==> config.mk <==
export PLATFORM = sky130hd
export DESIGN_NAME = issue_queue_ctrl_flat
export DESIGN_NICKNAME = d
export VERILOG_FILES = /design/src/rtl/issue_queue_ctrl_pkg.sv /design/src/rtl/issue_queue_ctrl_if.sv /design/src/rtl/issue_queue_ctrl_dual_issue_check.sv /design/src/rtl/issue_queue_ctrl.sv /design/src/flat_wrapper.sv
export SDC_FILE = /design/constraint.sdc
export NUM_CORES = 1
export LEC_CHECK = 0
export CAP_MARGIN = 20
export CORE_ASPECT_RATIO = 0.5
export CORE_MARGIN = 2
export CORE_UTILIZATION = 55
export CTS_CLUSTER_DIAMETER = 150
export DETAILED_ROUTE_END_ITERATION = 16
export DONT_BUFFER_PORTS = 1
export PLACE_DENSITY_LB_ADDON = 0.05
export SYNTH_ARGS = -nofsm -noshare
export SYNTH_HDL_FRONTEND = slang
export SYNTH_HIERARCHICAL = 1
export SYNTH_SLANG_ARGS = --single-unit
==> constraint.sdc <==
create_clock -name clk -period 4.9 [get_ports clk]
set_input_delay 0.245 -clock clk [delete_from_list [all_inputs] [get_ports clk]]
set_output_delay 0.245 -clock clk [all_outputs]
set_load 0.01 [all_outputs]
==> src/rtl/issue_queue_ctrl_pkg.sv <==
// Shared types and constants for the dual-issue instruction queue.
package issue_queue_ctrl_pkg;

  localparam int REG_ADDR_W = 5;
  localparam int REG_W      = 32;

  typedef logic [REG_ADDR_W-1:0] RegAddrBus;
  typedef logic [REG_W-1:0]      RegBus;

  localparam logic Stop      = 1'b1;
  localparam logic NoStop    = 1'b0;
  localparam logic RstEnable = 1'b0;

  // Decode-relevant part of an entry; the issue checker only needs these bits.
  typedef struct packed {
    logic      we;
    RegAddrBus waddr;
    logic      re1;
    RegAddrBus raddr1;
    logic      re2;
    RegAddrBus raddr2;
    logic      is_mem;
    logic      is_br;
    logic      is_priv;
  } iq_ctrl_t;

  // Full queue entry: {pc, inst, we, waddr, re1, raddr1, re2, raddr2, is_mem, is_br, is_priv}
  typedef struct packed {
    RegBus    pc;
    RegBus    inst;
    iq_ctrl_t ctrl;
  } iq_entry_t;

  localparam int ENTRY_W = $bits(iq_entry_t);

  // Bit offsets of each field inside a packed entry (LSB first).
  localparam int OFF_IS_PRIV = 0;
  localparam int OFF_IS_BR   = 1;
  localparam int OFF_IS_MEM  = 2;
  localparam int OFF_RADDR2  = 3;
  localparam int OFF_RE2     = OFF_RADDR2 + REG_ADDR_W;
  localparam int OFF_RADDR1  = OFF_RE2 + 1;
  localparam int OFF_RE1     = OFF_RADDR1 + REG_ADDR_W;
  localparam int OFF_WADDR   = OFF_RE1 + 1;
  localparam int OFF_WE      = OFF_WADDR + REG_ADDR_W;
  localparam int OFF_INST    = OFF_WE + 1;
  localparam int OFF_PC      = OFF_INST + REG_W;

  // True when the entry reads register a; $0 never creates a dependency.
  function automatic logic reads_reg(input iq_ctrl_t c, input RegAddrBus a);
    return (a != '0) && ((c.re1 && (c.raddr1 == a)) || (c.re2 && (c.raddr2 == a)));
  endfunction

  // True when the entry consumes the destination of a load still in EX.
  function automatic logic ex_load_hazard(input iq_ctrl_t c,
                                          input logic ld1, input RegAddrBus wa1,
                                          input logic ld2, input RegAddrBus wa2);
    return (ld1 && reads_reg(c, wa1)) || (ld2 && reads_reg(c, wa2));
  endfunction

endpackage

==> src/rtl/issue_queue_ctrl_if.sv <==
// Fetch / EX / issue signal bundle around the instruction queue.
interface issue_queue_ctrl_if;
  import issue_queue_ctrl_pkg::*;

  logic       flush;
  logic [3:0] stall;
  logic [1:0] push_valid;
  iq_entry_t  push_entry0;
  iq_entry_t  push_entry1;
  logic       queue_ready;
  logic       ex_is_load_i1;
  logic       ex_is_load_i2;
  RegAddrBus  ex_waddr_i1;
  RegAddrBus  ex_waddr_i2;
  logic       issue_valid;
  logic       issue_mode;
  iq_entry_t  issue_entry1;
  iq_entry_t  issue_entry2;
  logic       stallreq;

  // Pipeline side: fetch, EX stage and stall controller.
  modport master (
    output flush, stall, push_valid, push_entry0, push_entry1,
    output ex_is_load_i1, ex_is_load_i2, ex_waddr_i1, ex_waddr_i2,
    input  queue_ready, issue_valid, issue_mode, issue_entry1, issue_entry2, stallreq
  );

  // Queue side.
  modport slave (
    input  flush, stall, push_valid, push_entry0, push_entry1,
    input  ex_is_load_i1, ex_is_load_i2, ex_waddr_i1, ex_waddr_i2,
    output queue_ready, issue_valid, issue_mode, issue_entry1, issue_entry2, stallreq
  );

endinterface

==> src/rtl/issue_queue_ctrl_dual_issue_check.sv <==
// Combinational issue decision for the two oldest queue entries.
module dual_issue_check
  import issue_queue_ctrl_pkg::*;
(
  input  iq_ctrl_t  head0,
  input  iq_ctrl_t  head1,
  input  logic      has_one,
  input  logic      has_two,
  input  logic      ex_is_load_i1,
  input  logic      ex_is_load_i2,
  input  RegAddrBus ex_waddr_i1,
  input  RegAddrBus ex_waddr_i2,
  output logic      issue_single,
  output logic      issue_dual,
  output logic      stallreq
);

  logic head0_ex_haz;
  logic head1_ex_haz;
  logic raw_pair;
  logic pair_ok;

  // Evaluate load-use stalls first, then every rule that can block pairing.
  always_comb begin
    head0_ex_haz = 1'b0;
    head1_ex_haz = 1'b0;
    raw_pair     = 1'b0;
    pair_ok      = 1'b0;
    issue_single = 1'b0;
    issue_dual   = 1'b0;
    stallreq     = 1'b0;

    head0_ex_haz = ex_load_hazard(head0, ex_is_load_i1, ex_waddr_i1, ex_is_load_i2, ex_waddr_i2);
    head1_ex_haz = ex_load_hazard(head1, ex_is_load_i1, ex_waddr_i1, ex_is_load_i2, ex_waddr_i2);
    raw_pair     = head0.we && reads_reg(head1, head0.waddr);

    stallreq     = has_one && head0_ex_haz;
    issue_single = has_one && !stallreq;

    pair_ok = has_two
              && !raw_pair
              && !(head0.is_mem && head1.is_mem)
              && !head1.is_br
              && !head0.is_priv
              && !head1.is_priv
              && !head1_ex_haz;

    issue_dual = issue_single && pair_ok;
  end

endmodule

==> src/rtl/issue_queue_ctrl.sv <==
// 8-entry circular instruction queue feeding two ID/EX issue slots.
module issue_queue_ctrl
  import issue_queue_ctrl_pkg::*;
#(
  parameter int DEPTH = 8
) (
  input logic               clk,
  input logic               rst,
  issue_queue_ctrl_if.slave iq
);

  localparam int PTR_W = $clog2(DEPTH);
  localparam int CNT_W = PTR_W + 1;

  iq_entry_t        mem [DEPTH];
  logic [PTR_W-1:0] head;
  logic [PTR_W-1:0] tail;
  logic [PTR_W-1:0] head_p1;
  logic [PTR_W-1:0] tail_p1;
  logic [CNT_W-1:0] count;
  logic             has_one;
  logic             has_two;
  logic             push_ok;
  logic [1:0]       push_n;
  logic [1:0]       pop_n;
  logic             single_ok;
  logic             dual_ok;
  logic             stall_req;
  iq_entry_t        head_e0;
  iq_entry_t        head_e1;
  logic             unused_stall;

  assign head_p1 = head + PTR_W'(1);
  assign tail_p1 = tail + PTR_W'(1);
  assign has_one = (count != '0);
  assign has_two = (count >= CNT_W'(2));
  assign head_e0 = mem[head];
  assign head_e1 = mem[head_p1];

  assign iq.queue_ready = (count <= CNT_W'(DEPTH - 2));
  assign push_ok        = iq.queue_ready && !iq.flush;
  assign unused_stall   = ^{iq.stall[3:2], iq.stall[0]};

  dual_issue_check u_check (
    .head0         (head_e0.ctrl),
    .head1         (head_e1.ctrl),
    .has_one       (has_one),
    .has_two       (has_two),
    .ex_is_load_i1 (iq.ex_is_load_i1),
    .ex_is_load_i2 (iq.ex_is_load_i2),
    .ex_waddr_i1   (iq.ex_waddr_i1),
    .ex_waddr_i2   (iq.ex_waddr_i2),
    .issue_single  (single_ok),
    .issue_dual    (dual_ok),
    .stallreq      (stall_req)
  );

  assign iq.issue_valid  = single_ok;
  assign iq.issue_mode   = dual_ok;
  assign iq.stallreq     = stall_req;
  assign iq.issue_entry1 = has_one ? head_e0 : '0;
  assign iq.issue_entry2 = dual_ok ? head_e1 : '0;

  // Accepted pushes (slot1 only counts alongside slot0) and pops this cycle.
  always_comb begin
    push_n = 2'd0;
    pop_n  = 2'd0;
    if (push_ok && iq.push_valid[0]) begin
      push_n = iq.push_valid[1] ? 2'd2 : 2'd1;
    end
    if ((iq.stall[1] == NoStop) && !iq.flush) begin
      pop_n = {1'b0, single_ok} + {1'b0, dual_ok};
    end
  end

  // Pointers and occupancy; flush empties the queue ahead of any push or pop.
  always_ff @(posedge clk) begin
    if (rst == RstEnable) begin
      head  <= '0;
      tail  <= '0;
      count <= '0;
    end else if (iq.flush) begin
      head  <= '0;
      tail  <= '0;
      count <= '0;
    end else begin
      head  <= head + PTR_W'(pop_n);
      tail  <= tail + PTR_W'(push_n);
      count <= count + CNT_W'(push_n) - CNT_W'(pop_n);
    end
  end

  // Entry storage: slot0 lands at tail, slot1 at tail+1.
  always_ff @(posedge clk) begin
    if (rst == RstEnable) begin
      for (int i = 0; i < DEPTH; i++) begin
        mem[i] <= '0;
      end
    end else if (push_ok && iq.push_valid[0]) begin
      mem[tail] <= iq.push_entry0;
      if (iq.push_valid[1]) begin
        mem[tail_p1] <= iq.push_entry1;
      end
    end
  end

endmodule
==> src/flat_wrapper.sv <==
// flat-port wrapper written by rule: the top's interface ports become plain ports
module issue_queue_ctrl_flat import issue_queue_ctrl_pkg::*;
#(
  parameter int DEPTH = 8
)
  (clk, rst, iq_flush, iq_stall, iq_push_valid, iq_push_entry0, iq_push_entry1, iq_ex_is_load_i1, iq_ex_is_load_i2, iq_ex_waddr_i1, iq_ex_waddr_i2, iq_queue_ready, iq_issue_valid, iq_issue_mode, iq_issue_entry1, iq_issue_entry2, iq_stallreq);
  issue_queue_ctrl_if iq_i ();
  input logic clk;
  input logic rst;
  input wire logic [$bits(iq_i.flush)-1:0] iq_flush;
  input wire logic [$bits(iq_i.stall)-1:0] iq_stall;
  input wire logic [$bits(iq_i.push_valid)-1:0] iq_push_valid;
  input wire logic [$bits(iq_i.push_entry0)-1:0] iq_push_entry0;
  input wire logic [$bits(iq_i.push_entry1)-1:0] iq_push_entry1;
  input wire logic [$bits(iq_i.ex_is_load_i1)-1:0] iq_ex_is_load_i1;
  input wire logic [$bits(iq_i.ex_is_load_i2)-1:0] iq_ex_is_load_i2;
  input wire logic [$bits(iq_i.ex_waddr_i1)-1:0] iq_ex_waddr_i1;
  input wire logic [$bits(iq_i.ex_waddr_i2)-1:0] iq_ex_waddr_i2;
  output wire logic [$bits(iq_i.queue_ready)-1:0] iq_queue_ready;
  output wire logic [$bits(iq_i.issue_valid)-1:0] iq_issue_valid;
  output wire logic [$bits(iq_i.issue_mode)-1:0] iq_issue_mode;
  output wire logic [$bits(iq_i.issue_entry1)-1:0] iq_issue_entry1;
  output wire logic [$bits(iq_i.issue_entry2)-1:0] iq_issue_entry2;
  output wire logic [$bits(iq_i.stallreq)-1:0] iq_stallreq;
  assign iq_i.flush = iq_flush;
  assign iq_i.stall = iq_stall;
  assign iq_i.push_valid = iq_push_valid;
  assign iq_i.push_entry0 = iq_push_entry0;
  assign iq_i.push_entry1 = iq_push_entry1;
  assign iq_i.ex_is_load_i1 = iq_ex_is_load_i1;
  assign iq_i.ex_is_load_i2 = iq_ex_is_load_i2;
  assign iq_i.ex_waddr_i1 = iq_ex_waddr_i1;
  assign iq_i.ex_waddr_i2 = iq_ex_waddr_i2;
  assign iq_queue_ready = iq_i.queue_ready;
  assign iq_issue_valid = iq_i.issue_valid;
  assign iq_issue_mode = iq_i.issue_mode;
  assign iq_issue_entry1 = iq_i.issue_entry1;
  assign iq_issue_entry2 = iq_i.issue_entry2;
  assign iq_stallreq = iq_i.stallreq;
  issue_queue_ctrl #(.DEPTH(DEPTH)) u_core (.clk(clk), .rst(rst), .iq(iq_i));
endmodule
==> impl_metrics.ini, run 1 <==
[outcome]
status = finished, final reports clean

[pwr]
cellPowerDensity_mw_per_mm2 = 302
leakage_nw = 15.8
worst_ir_drop_vdd_v = 0.000217

[place]
io_buffers = 0
dpl_cell_area_mm2 = 0.0411
preCtsSetupSlack_ns = -0.106
hpwl_mm = 76.3
gp_congestion = 0.872

[routing]
wl_mm = 145
wl_per_cell_um = 35.9
via_per_inst = 7.49
first_pass_iters = 5
ant_nets = 0
drc = 0
vias = 30390
drtIter0Drc = 3903

[clocking]
clk_latency_ns = 0.65
clk_pin_slew_ns = 0.07
cts_tree = yes
cts_sinks = 690
cts_buffer_depth = 3
htree_levels = 3
cts_inserted_buffers = 67
root_buffer = clkbuf_16

[worst_setup_path]
cp_slowest_cell = dfxtp_4
crit_type = flip-flop to flip-flop
cpMostUsedCell = buf_4
cp_num_cells = 23
cp-start-kind = flip-flop
cp_max_fo = 6
cpPeakStageDelay_ns = 0.43
cp-end-kind = flip-flop
reg2reg_depth = 23
arrival_ns = 5.35
critical_path_buf_inv_count = 6
critical-path-top-delay-family = adder cells
cp.required_ns = 5.42
path_cells = ha_4 -> xor2_2 -> and2_4 -> buf_4 -> buf_4 -> a22oi_1 -> nor2b_1 -> buf_4 -> xor2_1 -> nor4_2 -> nand3_1 -> a21oi_2 -> nor4b_4 -> buf_4 -> ha_2 -> and2_1 -> ha_1 -> inv_1 -> ha_1 -> inv_1 -> fa_1 -> xor2_1 -> nor2_1

[sta]
tns_ns = 0
report.final.hold_viol_count = 0
worst_slack_ns = 0.0746
fin_crit_ns = 4.83
fmax_mhz = 207
skew_ns = 0.0290
relSlewSlack = 0.214
finalSetupViolCount = 0
final-max-slew-violation-count = 0
fin_crit_sh = 0.985
worstMarginPinSlew_ns = 1.18
holdWs_ns = 0.0335

[logic_synthesis]
synthCells = 3026
synth_nets = 3233
synth_warnings = 6
synth_area_mm2 = 0.0407
avgSynthCellArea_um2 = 13.4

[grt]
grt_start_max_net_pins = 105
grt_pass1_vias = 29790
grt_first_pass_wirelength_mm = 206
grt_util_all_layers = 0.373
antenna_found_initial = 7
grt_overflow_total = 0

[die]
initial_core_util = 0.556
dieArea_mm2 = 0.0763
fp-row-count = 70
io_pins = 365
die_w_um = 389
die_h_um = 196
fp.coreArea_mm2 = 0.0731

[final_layout]
nNetsFinal = 3236
regArea_mm2 = 0.0206
fill_cells = 5507
syn_to_final_growth_pct = 13.8
design_area_mm2 = 0.0463
drive_gt1_frac = 0.155
multiInputGateArea_mm2 = 0.0182

[hold_path]
hp-class = primary input to flip-flop
hold_path_depth = 4

[job]
cap_violations = 0
==> placed cells by master (no fill, tap or decap), types with 4 or more instances in the layout <==
cell type / instances
a21oi_1: 21
a21oi_2: 4
a22o_1: 701
a22oi_1: 147
and2_1: 6
and2_4: 4
and3_1: 67
buf_12: 19
buf_4: 116
buf_6: 7
bufinv_16: 5
clkbuf_1: 16
clkbuf_16: 69
clkinv_1: 15
clkinv_2: 8
dfxtp_1: 7
dlygate4sd3_1: 258
edfxtp_1: 680
fa_1: 4
ha_1: 10
inv_1: 15
inv_6: 6
mux2i_1: 404
mux4_2: 170
nand2_1: 48
nand2b_1: 25
nand3_1: 6
nor2_1: 75
nor2b_1: 9
nor2b_2: 4
nor3_4: 10
nor3b_1: 18
nor4_1: 7
nor4_4: 4
or3_4: 8
xnor2_1: 11
xor2_1: 43
==> repair_timing <==
item,in CTS,in global routing
pin swaps,4,6
endpoints found under the setup margin,89,70
hold buffers,258,0
hold endpoints to repair,690,0
buffers inserted,11,6
gates resized for setup,19,23
gates cloned,4,1
==> layout make-up <==
class | instances | area share
flip-flops and latches | 690 | 0.446
multi-input cells | 1847 | 0.392
repair buffers | 407 | 0.0889
clock buffers | 84 | 0.0381
well taps | 972 | 0.0263
clock inverters | 37 | 0.00713
inverters | 16 | 0.00138
diodes | 3 | 0.000162
==> tightest hold or removal path: stages <==
cell and delay (ns):
nor2_1 0.03, nand2_1 0.13, fa_1 0.19, nor2_1 0.05
==> per-layer routing <==
metal	up-vias	wire length, um	track usage
met5	-	55	0
met3	410	16600	0.0817
met4	8	5540	0.147
met1	15629	56200	0.508
met2	2084	67000	0.588
li1	12259	-	-
==> worst paths after layout <==
path | start | to | slack, ns
min | iq_flush | u_core/head[1] | 0.03
min reg2reg | u_core/count[0] | u_core/count[0] | 0.64
max | u_core/head[1] | u_core/count[2] | 0.07
max reg2reg | u_core/head[1] | u_core/count[2] | 0.07
==> power by group <==
group          switching, mW  internal [mW]
clock network           2.37           2.83
registers              0.128           6.74
logic                   1.24          0.683
==> flip-flops by register name, summed over array words and instances (netlist names) <==
register	cells
u_core/mem	680
u_core/count	4
u_core/tail	3
u_core/head	3
==> per-stage QoR <==
step                      instances  power, mW  utilization
after floorplan                3026       8.17            -
after global placement         3652       8.53        0.562
after detailed placement       3652       8.57        0.562
after CTS                      4046       14.0        0.630
after global routing           4054       14.3        0.633
final                          4056       14.0        0.633
Note: power is estimated with default switching activity, not from simulation.
==> run 2, diff against run 1 <==
--- a/config.mk
+++ b/config.mk
@@ -13,6 +13,7 @@
 export DETAILED_ROUTE_END_ITERATION = 16
 export DONT_BUFFER_PORTS = 1
 export PLACE_DENSITY_LB_ADDON = 0.05
+export RECOVER_POWER = 100
 export SYNTH_ARGS = -nofsm -noshare
 export SYNTH_HDL_FRONTEND = slang
 export SYNTH_HIERARCHICAL = 1
==> run 2 against run 1 <==
The flow now finishes with violations (max-capacitance violations, max-slew violations). Final cell count is the same. Utilization shrank 0.54 points. Fmax shrank 1.1%. Combinational power is essentially flat. Die area is the same. Non-clock buffer count is the same. Largest cell class unchanged. Highest routed layer unchanged.
==> impl_metrics.ini, run 2 (synthesis results as in run 1) <==
[final_layout]
fill_cells = 5579
drive_gt1_frac = 0.146
layout_commonest_cell = a22o_1
multiInputGateArea_mm2 = 0.0180
stdcell_count = 4056
regArea_mm2 = 0.0206
largest_register_ffs = 680
syn_to_final_growth_pct = 12.8
reg_top3 = u_core/mem (680), u_core/count (4)
design_area_mm2 = 0.0459
nNetsFinal = 3236
regMostFlops = u_core/mem
layout_common_cells = a22o_1 (701), edfxtp_1 (680), mux2i_1 (404), dlygate4sd3_1 (258), mux4_2 (170)

[routing]
drt-met1-wl_mm = 55.8
drtIter0Drc = 3871
wl_per_cell_um = 36.0
top_layer_used = met5
vias = 30365
route.met3.wl_mm = 17.5
drc = 0
via_per_inst = 7.49
ant_nets = 0
wl_mm = 146
dr_wl_met2_mm = 67.2
first_pass_iters = 5

[worst_setup_path]
r2r_setup_slack_ns = 0.04
arrival_ns = 4.63
cp_num_cells = 12
cp_max_fo = 42
cp-end-kind = output pin
cp-endpoint = iq_issue_entry2[2]
reg2reg_depth = 6
critPathLaunch = u_core/head[0]
cp.required_ns = 4.66
cp-start-kind = flip-flop
worstReg2RegStart = u_core/count[3]
critical_path_buf_inv_count = 6
cpPeakStageDelay_ns = 1.02
critical-path-top-delay-family = buffers and inverters
cp_slowest_cell = clkbuf_1
r2r-end = u_core/mem[5][54]
path_cells = buf_4 -> clkbuf_1 -> nand2b_1 -> nand2_1 -> o21ai_0 -> o21ai_2 -> nor4b_4 -> buf_12 -> clkinvlp_4 -> buf_4 -> nor3b_1 -> clkbuf_2
crit_type = flip-flop to output pin
cpMostUsedCell = buf_4

[sta]
finalSetupViolCount = 0
skew_ns = 0.0297
final-max-slew-violation-count = 717
tns_ns = 0
fmax_mhz = 205
fin_crit_ns = 4.88
worstMarginPinSlew_ns = 2.19
report.final.hold_viol_count = 0
fin_crit_sh = 0.996
worst_slack_ns = 0.0220
relSlewSlack = -0.461

[pwr]
leakage_nw = 15.7
finalPower_mw = 14.0
worst_ir_drop_vdd_v = 0.000216
cellPowerDensity_mw_per_mm2 = 304

[die]
dieArea_mm2 = 0.0763
die_w_um = 389
fp.coreArea_mm2 = 0.0731
initial_core_util = 0.556
io_pins = 365
fp-row-count = 70
die_h_um = 196

[job]
cap_violations = 17

[hold_path]
hp-class = primary input to flip-flop

[grt]
grt_first_pass_wirelength_mm = 206
grt_util_all_layers = 0.373
grt_overflow_total = 0
grt_start_max_net_pins = 105
antenna_found_initial = 7
grt_pass1_vias = 29790

[place]
preCtsSetupSlack_ns = -0.106
gp_congestion = 0.872
io_buffers = 0
hpwl_mm = 76.3
place_inst = 3652
dpl_cell_area_mm2 = 0.0411

[clocking]
cts_inserted_buffers = 67
cts_buffer_depth = 3
clk_latency_ns = 0.65
root_buffer = clkbuf_16
cts_tree = yes
htree_levels = 3
cts_sinks = 690
clk_pin_slew_ns = 0.07

[outcome]
status = finished with violations
violations = max-capacitance violations, max-slew violations
[run 2: stage by stage]
step / hold WS [ns] / utilization
floorplan: 0.468 / -
global placement: 0.448 / 0.562
detailed placement: 0.451 / 0.562
CTS: 0.00332 / 0.630
global route: 0.0555 / 0.628
finish: 0.0382 / 0.628
[run 2: power breakdown]
| group | internal [mW] | total (mW) | switching (mW) |
|---|---|---|---|
| Sequential | 6.74 | 6.87 | 0.127 |
| Clock | 2.83 | 5.21 | 2.38 |
| Combinational | 0.656 | 1.89 | 1.23 |
| Total | 10.2 | 14.0 | 3.74 |
[run 2: how the worst min path moves through the flow]
stage,startpoint,to,slack [ns],depth (start not counted)
floorplan,iq_flush,u_core/count[0],0.47,2
detailed placement,iq_push_entry1[51],u_core/mem[0][51],0.45,1
finish,iq_flush,u_core/head[1],0.04,4
global placement,iq_push_entry0[36],u_core/mem[7][36],0.45,1
CTS,iq_flush,u_core/head[1],0.003,4
global route,rst,u_core/count[0],0.06,3
[run 2: area by class of cell]
cell class              instances  share of cell area
flip-flops and latches        690               0.449
multi-input cells            1847               0.393
repair buffers                407              0.0842
clock buffers                  84              0.0384
well taps                     972              0.0265
clock inverters                37             0.00720
inverters                      16             0.00139
diodes                          3            0.000164
[run 2: routing by layer]
metal,up-vias,GRT usage
li1,12262,-
met1,15551,0.508
met2,2163,0.588
met3,383,0.0817
met4,6,0.147
met5,-,0
[run 2: worst register-to-register path, stage by stage (launching register included)]
cell	delay, ns
dfxtp_1	0.33
inv_1	0.08
ha_1	0.18
a31o_1	0.55
nor3_2	1.30
or3_2	1.27
buf_4	0.75
[run 2: timing repair]
action / 4_1_cts / 5_1_grt
hold buffers: 258 / 0
gates cloned: 4 / 1
resized for setup: 19 / 23
endpoints found under the hold margin: 690 / 0
setup buffers: 11 / 6
endpoints found under the setup margin: 89 / 70
pin swaps: 4 / 6
